--- src/rtl/serial_load_pkg.sv ---
// Shared FSM encoding and helpers for the serial word loader.
// Latency: n/a (declarations only).
// Backpressure: n/a.
package serial_load_pkg;

    localparam logic [1:0] ST_IDLE   = 2'd0;
    localparam logic [1:0] ST_SHIFT  = 2'd1;
    localparam logic [1:0] ST_PARITY = 2'd2;

    function automatic int clog2(input int v);
        int r;
        r = 0;
        for (int i = 0; i < 31; i++) begin
            if ((1 << i) < v) r = i + 1;
        end
        return r;
    endfunction

    // Shift one bit into a word of 'width' bits, held zero-extended in 16 bits.
    // MSB-first enters at bit 0 and moves up; LSB-first enters at the top and moves down.
    function automatic logic [15:0] shift_in(input logic [15:0] q, input logic b,
                                             input int width, input logic msb_first);
        logic [15:0] r;
        if (msb_first) begin
            r = {q[14:0], b};
        end else begin
            r = q >> 1;
            r[4'(width - 1)] = b;
        end
        return r;
    endfunction

endpackage

--- src/rtl/sipo_shift_reg.sv ---
// Serial-in parallel-out shift register; clear with shift loads a fresh first bit.
// Latency: 1 cycle from shift_en to q.
// Backpressure: none, shifts whenever shift_en is high.
import serial_load_pkg::*;

module sipo_shift_reg #(
    parameter int WIDTH     = 4,
    parameter int MSB_FIRST = 1
) (
    input  logic             clk,
    input  logic             reset,
    input  logic             shift_en,
    input  logic             clear,
    input  logic             sin,
    output logic [WIDTH-1:0] q
);

    logic [15:0] base;

    always_comb begin
        base = clear ? 16'd0 : 16'(q);
    end

    always_ff @(posedge clk) begin
        if (reset) begin
            q <= '0;
        end else if (shift_en) begin
            q <= WIDTH'(shift_in(base, sin, WIDTH, MSB_FIRST != 0));
        end else if (clear) begin
            q <= '0;
        end
    end

endmodule

--- src/rtl/serial_load_ctrl.sv ---
// Framed serial receiver with optional even parity, emitting a word and a one-cycle load pulse.
// Latency: en_out/parity_err one cycle after the final accepted bit.
// Backpressure: none; sin_valid gaps simply stall the frame, no timeout.
import serial_load_pkg::*;

module serial_load_ctrl #(
    parameter int WIDTH     = 4,
    parameter int MSB_FIRST = 1,
    parameter int PARITY_EN = 1
) (
    input  logic             clk,
    input  logic             reset,
    input  logic             sin,
    input  logic             sin_valid,
    input  logic             sof,
    output logic [WIDTH-1:0] d_out,
    output logic             en_out,
    output logic             busy,
    output logic             parity_err
);

    localparam int CNT_W = clog2(WIDTH + 1);

    logic [1:0]       state;
    logic [CNT_W-1:0] cnt;
    logic [CNT_W-1:0] cnt_next;
    logic             par;
    logic             par_next;
    logic             data_bit;
    logic             parity_bit;
    logic             last_bit;
    logic             restart;
    logic [WIDTH-1:0] q;
    logic [WIDTH-1:0] word_next;

    // sof with a valid bit restarts the frame from any state, including PARITY.
    always_comb begin
        restart    = sin_valid && sof;
        data_bit   = sin_valid && (sof || state == ST_SHIFT);
        parity_bit = sin_valid && !sof && state == ST_PARITY;
        cnt_next   = sof ? CNT_W'(1) : cnt + CNT_W'(1);
        par_next   = sof ? sin : par ^ sin;
        last_bit   = data_bit && cnt_next == CNT_W'(WIDTH);
        word_next  = WIDTH'(shift_in(sof ? 16'd0 : 16'(q), sin, WIDTH, MSB_FIRST != 0));
    end

    sipo_shift_reg #(
        .WIDTH    (WIDTH),
        .MSB_FIRST(MSB_FIRST)
    ) u_sipo (
        .clk     (clk),
        .reset   (reset),
        .shift_en(data_bit),
        .clear   (restart),
        .sin     (sin),
        .q       (q)
    );

    assign busy = state != ST_IDLE;

    always_ff @(posedge clk) begin
        if (reset) begin
            state      <= ST_IDLE;
            cnt        <= '0;
            par        <= 1'b0;
            d_out      <= '0;
            en_out     <= 1'b0;
            parity_err <= 1'b0;
        end else begin
            en_out     <= 1'b0;
            parity_err <= 1'b0;
            if (data_bit) begin
                par <= par_next;
                // Without parity the last data bit loads straight from the bypassed word.
                if (last_bit && PARITY_EN == 0) begin
                    d_out  <= word_next;
                    en_out <= 1'b1;
                    state  <= ST_IDLE;
                    cnt    <= '0;
                end else begin
                    state <= last_bit ? ST_PARITY : ST_SHIFT;
                    cnt   <= cnt_next;
                end
            end else if (parity_bit) begin
                state <= ST_IDLE;
                cnt   <= '0;
                if (par ^ sin) begin
                    parity_err <= 1'b1;
                end else begin
                    d_out  <= q;
                    en_out <= 1'b1;
                end
            end
        end
    end

endmodule

--- config.mk ---
export PLATFORM = sky130hd
export DESIGN_NAME = serial_load_ctrl
export DESIGN_NICKNAME = d
export VERILOG_FILES = /design/src/rtl/serial_load_pkg.sv /design/src/rtl/sipo_shift_reg.sv /design/src/rtl/serial_load_ctrl.sv
export SDC_FILE = /design/constraint.sdc
export NUM_CORES = 1
export LEC_CHECK = 0
export ABC_CLOCK_PERIOD_IN_PS = 1570
export BUFFER_PORTS_ARGS = -buffer_cell sky130_fd_sc_hd__buf_2
export CAP_MARGIN = 20
export CORE_ASPECT_RATIO = 0.8
export CORE_MARGIN = 4
export CORE_UTILIZATION = 28
export DETAILED_ROUTE_END_ITERATION = 8
export PLACE_DENSITY = 0.46
export SLEW_MARGIN = 10
export SYNTH_ARGS = -nofsm -noshare
export SYNTH_HDL_FRONTEND = slang
export SYNTH_SLANG_ARGS = --single-unit
export TNS_END_PERCENT = 100
--- constraint.sdc ---
create_clock -name clk -period 1.57 [get_ports clk]
set_clock_uncertainty 0.05 [all_clocks]
set_input_delay 0.0785 -clock clk [delete_from_list [all_inputs] [get_ports clk]]
set_output_delay 0.0785 -clock clk [all_outputs]
set_load 0.02 [all_outputs]
==> summary.md <==
| Metric | Value |
|---|---|
| Tcrit/Tclk final | 0.904 |
| RSZ-0062 raised after global routing | no |
| Initial antenna violation count | 0 |
| Register-to-register setup slack | around 0.15 ns |
| Die width | 69.8 um |
| # diodes | 0 |
| First DRT Iteration DRCs | 21 |
| Worst-Skew Late Latency | 0.25 ns |
| IO buf count | 11 |
| Worst R2R Path Depth | 4 |
| Vias in the first global route | around 700 |
| Max cap viols | 0 |
| VDD IR max | 441 uV |
| Final Wtd Congestion | 0.699 |
| CP max FO | 5 |
| Synth Instances | 92 |
| Worst Hold Class | input pin to flip-flop |
| Post-CTS Resized | 0 |
| Endpoints failing setup | 0 |
| Tot Pwr | approximately 870 uW |
| Clk buf depth | 2 |
| Final Critical Period | 1.42 ns |
| Mapped Area | 856 um^2 |
| Sequential area share after synthesis | 0.374 |
| Storage element area | 320 um^2 |
| Area grow syn2layout | 15.2% |
| WP data required | 1.64 ns |
| Yosys Warn Count | 0 |
| Fillers | 305 |
| Largest net degree at the start of global routing | 18 |
| All-layer global routing usage | 0.0956 |
| Status | finished clean |
| Slew @ Worst Pin | 0.463 ns |
| Synth Flop Type | dfxtp_1 |
| Hold Crit Endpoint | u_sipo.q[0]$_SDFFE_PP0P_ |
| Hold_sp | sin |
| Largest cells by area after synthesis | dfxtp_1, nand2_1, nand2b_1 |
| Root buffer cell | clkbuf_8 |
| Startpoint types | flip-flop |
| Crit end category | flip-flop |
| Cell variety after synth | 32 |
| WS Path Type | flip-flop to flip-flop |
| EDFF count, synth | 0 |
| Relative max-transition margin | 0.690 |
| First-pass DRT Iterations | 4 |
| Final hold violations | 0 |
| Multi-input gate area | 489 um^2 |
| H-tree levels | 1 |
| GR Overflow Total | 0 |
| Net count reported at finish | 110 |
| Share of the synthesized area in the top cell type | 0.374 |
| Boundary Pins | 12 |
| PD cells | approximately 880 mW/mm^2 |
| Reg2reg start | cnt[0]$_SDFFE_PP0P_ |
| Clk sinks | 16 |
| Final Slew Violations | 0 |
| DIE HEIGHT | approximately 57 um |
| Post-synth ARST share | 0 |
| Total number of vias | 689 |
| Core Footprint | roughly 0.0029 mm^2 |
| Setup TNS | 0 ns |
| Fmax | around 0.70 GHz |
| Reg2Reg Capture Point | state[0]$_SDFFE_PP0P_ |
| Syn Nets | 98 |
| Post-detail-place hpwl | 1220 um |
| Final ANT Viol Nets | 0 |
| Largest area contributor in the netlist | dfxtp_1 |
| Post-CTS Repair Setup Buffers | 0 |
| DR DRC count | 0 |
| First-pass GRT wire length | just over 3000 um |
| FP Rows | 17 |
| Placed cells | 137 |
| Layout Cells excl Fill | 141 |
| Proportion of layout cells with a drive suffix above 1 | 0.243 |
| Die ar. | 0.00401 mm^2 |
| Reg clk slew, reported paths | around 0.06 ns |
| TritonCTS Buffers | 3 |
| Worst path arrival time | roughly 1.5 ns |
| Drt via density | 4.89 |
| CTS tree | done |
| Number of synthesized register bits | 16 |
| Worst hold slack | between 0.08 and 0.09 ns |
| Initial Utilization | 0.300 |
| Mean area per synthesized cell | slightly above 9 um^2 |
| Final wirelength | 1750 um |
| P_leak | 0.381 nW |
| Average wire per cell in the routed design | 12.4 um |
| Setup WS pre-CTS | 0.154 ns |
| Setup WS post-layout | 0.150 ns |
| CTS Hold Buffers Added | 0 |
| Hold Path Depth | 3 |
layout by cell type (no fill, tap or decap), drive strengths merged:
| master | instances |
|---|---|
| nand3b | 4 |
| inv | 1 |
| and2 | 1 |
| o21bai | 1 |
| nand3 | 3 |
| o21ai | 3 |
| buf | 13 |
| clkbuf | 4 |
| mux2i | 2 |
| nor3 | 1 |
| o211ai | 1 |
| a221oi | 2 |
| and4bb | 3 |
| dfxtp | 16 |
| a21bo | 4 |
| a21o | 1 |
| nor2b | 1 |
| ha | 1 |
| nand2 | 13 |
| and3b | 1 |
| o41ai | 1 |
| a21oi | 7 |
| nand2b | 7 |
| nor3b | 3 |
| o21a | 1 |
| a31oi | 5 |
| or2 | 1 |
| xnor2 | 2 |
layer usage:
layer  GRT usage  vias to the layer above  share of wire
li1            -                      351              -
met1       0.126                      327           0.55
met2       0.140                        9           0.39
met3      0.0405                        2          0.044
met4      0.0328                        0         0.0069
met5           0                        -              0
synth_stat cells, types with 2 or more instances:
library cell	count
dfxtp_1	16
a221oi_2	2
nor3b_1	3
and4bb_1	3
a31oi_1	5
a21oi_2	3
buf_4	3
mux2i_1	2
a21oi_1	4
a21bo_1	4
nand3_1	3
nand2b_1	7
o21ai_1	3
nand2_1	13
nand3b_1	4
critical path, stage by stage (launching register included):
cell	delay, ns
dfxtp_1	0.34
ha_1	0.31
nand2b_1	0.17
o41ai_1	0.32
a21oi_1	0.10
through the flow:
| step | area (um^2) | utilization |
|---|---|---|
| after floorplan | 856 | - |
| after global placement | 931 | 0.327 |
| after detailed placement | 931 | 0.327 |
| after CTS | 986 | 0.346 |
| after global routing | 986 | 0.346 |
| final | 986 | 0.346 |
report_power, final:
| part | switching [mW] | total, mW | internal [mW] |
|---|---|---|---|
| clock | 0.139 | 0.362 | 0.222 |
| combinational | 0.0516 | 0.0864 | 0.0348 |
| sequential | 0.00856 | 0.423 | 0.414 |
worst max-delay path by stage:
stage / startpoint / to / slack, ns / cells after the start
6_report: cnt[0]$_SDFFE_PP0P_ / state[0]$_SDFFE_PP0P_ / 0.15 / 4
5_1_grt: cnt[0]$_SDFFE_PP0P_ / state[0]$_SDFFE_PP0P_ / 0.05 / 4
4_1_cts: cnt[0]$_SDFFE_PP0P_ / state[0]$_SDFFE_PP0P_ / 0.14 / 4
3_5_place_dp: cnt[0]$_SDFFE_PP0P_ / state[0]$_SDFFE_PP0P_ / 0.15 / 4
3_3_place_gp: cnt[0]$_SDFFE_PP0P_ / state[0]$_SDFFE_PP0P_ / 0.19 / 4
2_1_floorplan: cnt[0]$_SDFFE_PP0P_ / state[0]$_SDFFE_PP0P_ / 0.25 / 4
layout make-up:
| cell class | count | share of cell area |
|---|---|---|
| Sequential cell | 16 | 0.325 |
| Timing Repair Buffer | 13 | 0.0711 |
| Multi-Input combinational cell | 69 | 0.496 |
| Clock buffer | 4 | 0.0558 |
| Inverter | 1 | 0.00381 |
| Tap cell | 38 | 0.0482 |
registers in the layout, summed over array words and instances, names as in the netlist:
register and cells:
cnt 3, d_out 4, en_out 1, par 1, parity_err 1, state 2, u_sipo.q 4
logic make-up after synthesis:
family	Yosys count	share of synthesized area
AOI/OAI and AO/OA	26	0.235
DFF	16	0.374
and+or+nand+nor	38	0.269
adders and majority gates	1	0.0146
muxes	2	0.0234
xor gates and xnor gates	2	0.0292
buffers and inverters	7	0.0541
Power figures use the tool's default switching activity.
